--- config.mk ---
export PLATFORM = sky130hd
export DESIGN_NAME = bit_serializer_flat
export DESIGN_NICKNAME = d
export VERILOG_FILES = /design/src/rtl/ser_pkg.sv /design/src/rtl/bit_serializer_if.sv /design/src/rtl/ser_bit_counter.sv /design/src/rtl/bit_serializer.sv /design/src/flat_wrapper.sv
export SDC_FILE = /design/constraint.sdc
export NUM_CORES = 1
export LEC_CHECK = 0
export CAP_MARGIN = 25
export CORE_ASPECT_RATIO = 1.25
export CORE_MARGIN = 1
export CORE_UTILIZATION = 45
export CTS_BUF_LIST = sky130_fd_sc_hd__clkbuf_8 sky130_fd_sc_hd__clkbuf_16
export DETAILED_ROUTE_END_ITERATION = 10
export PLACE_DENSITY = 0.75
export SYNTH_ARGS = -nofsm -noshare
export SYNTH_HDL_FRONTEND = slang
export SYNTH_HIERARCHICAL = 1
export SYNTH_SLANG_ARGS = --single-unit
--- constraint.sdc ---
create_clock -name clk -period 6.1 [get_ports clk]
set_input_delay 1.22 -clock clk [delete_from_list [all_inputs] [get_ports clk]]
set_output_delay 1.22 -clock clk [all_outputs]
set_load 0.005 [all_outputs]
--- src/rtl/ser_pkg.sv ---
// ser_pkg: shared state type and default constants for the bit serializer
//   state_t       IDLE=1'b0, SHIFT=1'b1
//   DEF_WIDTH     default bits per word
//   DEF_IDLE_BIT  default level on x while no word is shifting
package ser_pkg;
    typedef enum logic {IDLE = 1'b0, SHIFT = 1'b1} state_t;
    localparam int   DEF_WIDTH    = 64;
    localparam logic DEF_IDLE_BIT = 1'b0;
endpackage

--- src/rtl/bit_serializer_if.sv ---
// bit_serializer_if: load handshake and serial output bundle of the bit serializer
//   load_valid/load_data/load_ready  word load port (valid/ready)
//   loop_stop                        present only when SER_LOOP_EN is defined
//   x/x_valid/bit_idx/word_done      serial output towards the detector
//   master: word source and bit consumer; slave: the serializer
interface bit_serializer_if #(
    parameter int WIDTH = ser_pkg::DEF_WIDTH
) ();
    localparam int CW = $clog2(WIDTH);
    logic             load_valid;
    logic [WIDTH-1:0] load_data;
    logic             load_ready;
    logic             x;
    logic             x_valid;
    logic [CW-1:0]    bit_idx;
    logic             word_done;
`ifdef SER_LOOP_EN
    logic             loop_stop;
    modport master (
        output load_valid, load_data, loop_stop,
        input  load_ready, x, x_valid, bit_idx, word_done
    );
    modport slave (
        input  load_valid, load_data, loop_stop,
        output load_ready, x, x_valid, bit_idx, word_done
    );
`else
    modport master (
        output load_valid, load_data,
        input  load_ready, x, x_valid, bit_idx, word_done
    );
    modport slave (
        input  load_valid, load_data,
        output load_ready, x, x_valid, bit_idx, word_done
    );
`endif
endinterface

--- src/rtl/ser_bit_counter.sv ---
// ser_bit_counter: CW-bit down-counter that loads MAX and stops at zero
//   clk   clock
//   rst   synchronous active-low reset
//   load  load MAX (wins over dec)
//   dec   decrement, ignored once the count is zero
//   cnt   current count
//   last  cnt == 0
module ser_bit_counter #(
    parameter int            CW  = 6,
    parameter logic [CW-1:0] MAX = '1
) (
    input  logic          clk,
    input  logic          rst,
    input  logic          load,
    input  logic          dec,
    output logic [CW-1:0] cnt,
    output logic          last
);
    // Zero is sticky without a load, so the count never wraps by itself.
    always_ff @(posedge clk) begin
        if (!rst)
            cnt <= '0;
        else if (load)
            cnt <= MAX;
        else if (dec && cnt != '0)
            cnt <= cnt - CW'(1);
    end
    assign last = cnt == '0;
endmodule

--- src/rtl/bit_serializer.sv ---
// bit_serializer: parallel-to-serial bit source, MSB first, one bit per clk
//   clk  clock, rising edge
//   rst  synchronous active-low reset
//   bus  bit_serializer_if.slave:
//          load_valid/load_data/load_ready  word load handshake
//          x/x_valid/bit_idx                serial bit, qualifier, bit index
//          word_done                        one-cycle pulse after the last bit
//          loop_stop                        only with SER_LOOP_EN
//   SER_LOOP_EN: replay the last accepted word until loop_stop is seen at a word end
module bit_serializer #(
    parameter int   WIDTH    = ser_pkg::DEF_WIDTH,
    parameter logic IDLE_BIT = ser_pkg::DEF_IDLE_BIT
) (
    input logic             clk,
    input logic             rst,
    bit_serializer_if.slave bus
);
    import ser_pkg::*;
    localparam int CW = $clog2(WIDTH);
    state_t           state;
    logic [WIDTH-1:0] shreg;
    logic [WIDTH-1:0] reload_word;
    logic [CW-1:0]    cnt;
    logic             last;
    logic             shifting;
    logic             accept;
    logic             reload;
    logic             word_done;
    assign shifting       = state == SHIFT;
    // A new word can be taken while the final bit of the current word is on x.
    assign bus.load_ready = !shifting || last;
    assign accept         = bus.load_valid && bus.load_ready;
`ifdef SER_LOOP_EN
    logic [WIDTH-1:0] copy;
    always_ff @(posedge clk) begin
        if (!rst)
            copy <= '0;
        else if (accept)
            copy <= bus.load_data;
    end
    // A fresh accept wins over replaying the stored word.
    assign reload      = shifting && last && !accept && !bus.loop_stop;
    assign reload_word = copy;
`else
    assign reload      = 1'b0;
    assign reload_word = '0;
`endif
    ser_bit_counter #(
        .CW (CW),
        .MAX(CW'(WIDTH - 1))
    ) u_cnt (
        .clk (clk),
        .rst (rst),
        .load(accept || reload),
        .dec (shifting),
        .cnt (cnt),
        .last(last)
    );
    always_ff @(posedge clk) begin
        if (!rst) begin
            state     <= IDLE;
            shreg     <= '0;
            word_done <= 1'b0;
        end else begin
            word_done <= shifting && last;
            if (accept) begin
                state <= SHIFT;
                shreg <= bus.load_data;
            end else if (reload) begin
                shreg <= reload_word;
            end else begin
                if (last)
                    state <= IDLE;
                shreg <= shreg << 1;
            end
        end
    end
    assign bus.x         = shifting ? shreg[WIDTH-1] : IDLE_BIT;
    assign bus.x_valid   = shifting;
    assign bus.bit_idx   = shifting ? cnt : '0;
    assign bus.word_done = word_done;
endmodule

--- src/flat_wrapper.sv ---
// flat-port wrapper written by rule: the top's interface ports become plain ports
module bit_serializer_flat import ser_pkg::*;
#(
    parameter int   WIDTH    = ser_pkg::DEF_WIDTH,
    parameter logic IDLE_BIT = ser_pkg::DEF_IDLE_BIT
)
  (clk, rst, bus_load_valid, bus_load_data, bus_load_ready, bus_x, bus_x_valid, bus_bit_idx, bus_word_done);
  bit_serializer_if #(.WIDTH(WIDTH)) bus_i ();
  input logic clk;
  input logic rst;
  input wire logic [$bits(bus_i.load_valid)-1:0] bus_load_valid;
  input wire logic [$bits(bus_i.load_data)-1:0] bus_load_data;
  output wire logic [$bits(bus_i.load_ready)-1:0] bus_load_ready;
  output wire logic [$bits(bus_i.x)-1:0] bus_x;
  output wire logic [$bits(bus_i.x_valid)-1:0] bus_x_valid;
  output wire logic [$bits(bus_i.bit_idx)-1:0] bus_bit_idx;
  output wire logic [$bits(bus_i.word_done)-1:0] bus_word_done;
  assign bus_i.load_valid = bus_load_valid;
  assign bus_i.load_data = bus_load_data;
  assign bus_load_ready = bus_i.load_ready;
  assign bus_x = bus_i.x;
  assign bus_x_valid = bus_i.x_valid;
  assign bus_bit_idx = bus_i.bit_idx;
  assign bus_word_done = bus_i.word_done;
  bit_serializer #(.WIDTH(WIDTH), .IDLE_BIT(IDLE_BIT)) u_core (.clk(clk), .rst(rst), .bus(bus_i));
endmodule
==> results.toml <==
[worst_hold_path]
hold_end = "u_core/shreg[42]$_SDFF_PN0_"
worstHoldStart = "u_core/shreg[41]$_SDFF_PN0_"
min_path_cells = 2
hold_class = "flop to flop"

[layout]
stdcell_area_mm2 = 0.00397
fin_cells = 488
syn2layout_area_growth_pct = 32.8
layout-drive-gt1-share_pct = 6.20
diodes = 0
fin_util_pct = 63.1
final_nets = 467
fillCellCount = 576

[pwr]
power_frac_clock_pct = 35.7
p_leak_nw = 1.64
seq_power_share_pct = 49.0
p_int_uw = 810
p_switching_uw = 257
comb_power_share_pct = 15.4
peakVddDrop_v = 0.000155
power_density_mw_per_mm2 = 269
switching_share_pct = 24.1
total_power_mw = 1.07

[floorplan]
io_pins = 77
num_rows = 32
fp.dieH_um = 93.1
fp.dieW_um = 74.9
core_area_mm2 = 0.00629
die-area_mm2 = 0.00697
start_util_pct = 47.6

[global_routing]
gr-total-overflow = 0
antenna_found_initial = 0
grt_max_degree = 87
grt_pass1_vias = 2186
grt_pass1_wl_mm = 9.06
grtUsageTotal_pct = 16.8

[worst_setup_path]
required_ps = 4880
crit_arrival_ps = 2140
critPathKind = "flop to primary output"
start_kind = "flop"
rrSetupSlack_ps = 3390
path_max_fanout = 5
r2r-end = "u_core/u_cnt/cnt[0]$_SDFFE_PN0P_"
r2r_cells = 10
end_kind = "primary output"
r2r_start = "u_core/u_cnt/cnt[0]$_SDFFE_PN0P_"

[detailed_routing]
drcViolationCount = 0
post_drt_wl_per_cell_um = 11.0
routedLengthMet1_mm = 2.44
dr.first_iter.drc_count = 130
drt-pass1-iter-count = 4
ant_nets = 0
num_vias = 2321
wl_met3_um = 277
viasPerCell = 4.76
routed_wl_mm = 5.38
top_layer = "met4"
wl_met2_mm = 2.58

[timing]
finalSetupViolations = 0
holdWs_ps = 435
setup_tns_ps = 0
finalHoldViolCount = 0
slew_viol_final = 0
layout_setup_ws_ps = 2740
period_share_pct = 55.1
slew-limit-headroom_pct = 48.0
fin_skew_ps = 6.84
worst_pin_slew_ps = 780
fmax_mhz = 298
rsz0062_at_grt = "no"
min_period_ps = 3360

[logic_synthesis]
yosysWarningCount = 6
ys_seq_area_share_pct = 48.2
synthCells = 330
ys_types = 31
postSynthNetCount = 399
synthesis.area_mm2 = 0.00299
avgSynthCellArea_um2 = 9.06
ys_seq_elements = 72

[run_status]
status = "finished, final reports clean"

[cts]
cts_setup_buffers = 0
clk_latency_ps = 340
tritoncts = "done"
cts_made_buffers = 9
h-tree-depth = 3
cts_sinks = 72
cts_hold_repair.buffers = 0
clkTransAtPathRegs_ps = 70
ctsLongestPathBuffers = 2
cts_resized = 0
root_buffer = "clkbuf_8"

[placement]
dp_cells = 472
routabilityCongestion = 0.772
place_area_mm2 = 0.00376
post-place-ws_ps = 3000
port_buffers = 76
dpl.hpwl_mm = 3.51

[flow_run]
maxCapViolCount = 0
==> cells in the mapped netlist <==
library cell	n	area, um2
nand2_1	127	477
dfxtp_1	72	1440
mux2i_1	63	631
clkbuf_1	13	48.8
and2_1	7	43.8
a21oi_1	6	30.0
buf_6	6	67.6
inv_1	6	22.5
a31oi_1	2	12.5
and3_1	2	12.5
buf_2	2	10.0
ha_1	2	25.0
nand3b_1	2	15.0
nor2_1	2	7.51
o31ai_1	2	15.0
a211o_2	1	10.0
a211oi_1	1	7.51
a21boi_1	1	7.51
a311oi_1	1	8.76
a31o_2	1	8.76
and2_4	1	8.76
nand2b_1	1	6.26
nand2b_2	1	8.76
nand4bb_1	1	11.3
nor3_1	1	5.00
nor4b_1	1	8.76
o21ai_0	1	5.00
or2_2	1	6.26
or3_1	1	6.26
or4_1	1	7.51
or4b_4	1	13.8
==> cells in the final DEF (no fill, tap or decap), drive strengths merged <==
cell / count
inv: 6
clkbuf: 11
clkinvlp: 2
ha: 2
and3: 2
or4: 1
a21boi: 1
nand4bb: 1
bufinv: 1
nand3b: 2
clkinv: 2
nand2: 127
nor2: 2
nor3: 1
a31o: 1
clkdlybuf4s50: 75
or2: 1
o31ai: 2
or4b: 1
a31oi: 2
and2: 8
o21ai: 1
mux2i: 63
buf: 3
dfxtp: 72
or3: 1
a211oi: 1
a211o: 1
nor4b: 1
a21oi: 6
nand2b: 2
a311oi: 1
==> critical path: stages (launching register included) <==
cell and delay (ps):
dfxtp_1 350, inv_1 120, ha_1 200, nand2b_1 90, nor3_1 340, nand2b_2 210
clkdlybuf4s50_1 510
==> cell type report <==
cell class / instances / area [um2] / area share (%)
sequential: 72 / 1440 / 36.3
clock buffer: 11 / 151 / 3.81
timing repair buffer: 78 / 793 / 20.0
tap: 85 / 106 / 2.68
multi-input combinational: 231 / 1400 / 35.2
clock inverter: 5 / 55.1 / 1.39
inverter: 6 / 22.5 / 0.567
==> worst max path at each step <==
stage | end | from | slack [ps] | depth (start not counted)
after floorplan | bus_load_ready | u_core/u_cnt/cnt[0]$_SDFFE_PN0P_ | 3850 | 5
after global placement | u_core/u_cnt/cnt[0]$_SDFFE_PN0P_ | bus_load_valid | 2880 | 4
after detailed placement | u_core/u_cnt/cnt[0]$_SDFFE_PN0P_ | bus_load_valid | 3000 | 6
after CTS | bus_load_ready | u_core/u_cnt/cnt[0]$_SDFFE_PN0P_ | 2750 | 6
after global routing | bus_load_ready | u_core/u_cnt/cnt[0]$_SDFFE_PN0P_ | 2650 | 6
final | bus_load_ready | u_core/u_cnt/cnt[0]$_SDFFE_PN0P_ | 2740 | 6
==> sequential cells by signal, summed over array words and instances, names as in the netlist <==
register,count
u_core/shreg,64
u_core/u_cnt/cnt,6
u_core/bus.word_done,1
u_core/bus.x_valid,1
==> logic make-up after synthesis <==
logic type | count (synthesis) | synth area share, %
AO/OA/AOI/OAI | 16 | 3.52
buffers and inverters | 27 | 4.98
adder cells (fa/ha/maj) | 2 | 0.837
multiplexers | 63 | 21.1
flip-flops | 72 | 48.2
AND/OR/NAND/NOR | 150 | 21.3
==> power by group through the flow <==
stage | Clock [mW] | Combinational (mW) | Sequential [mW]
after global routing | 0.411 | 0.183 | 0.527
after floorplan | 0 | 0.104 | 0.529
after detailed placement | 0 | 0.165 | 0.534
after global placement | 0 | 0.161 | 0.533
final | 0.381 | 0.164 | 0.523
after CTS | 0.390 | 0.166 | 0.523
==> per-layer routing <==
layer  track usage [%]  vias up
met2              28.2       66
met5                 0        -
met3              4.09        9
met1              19.5     1038
li1                  -     1208
met4              8.02        0
Power figures use the tool's default switching activity.
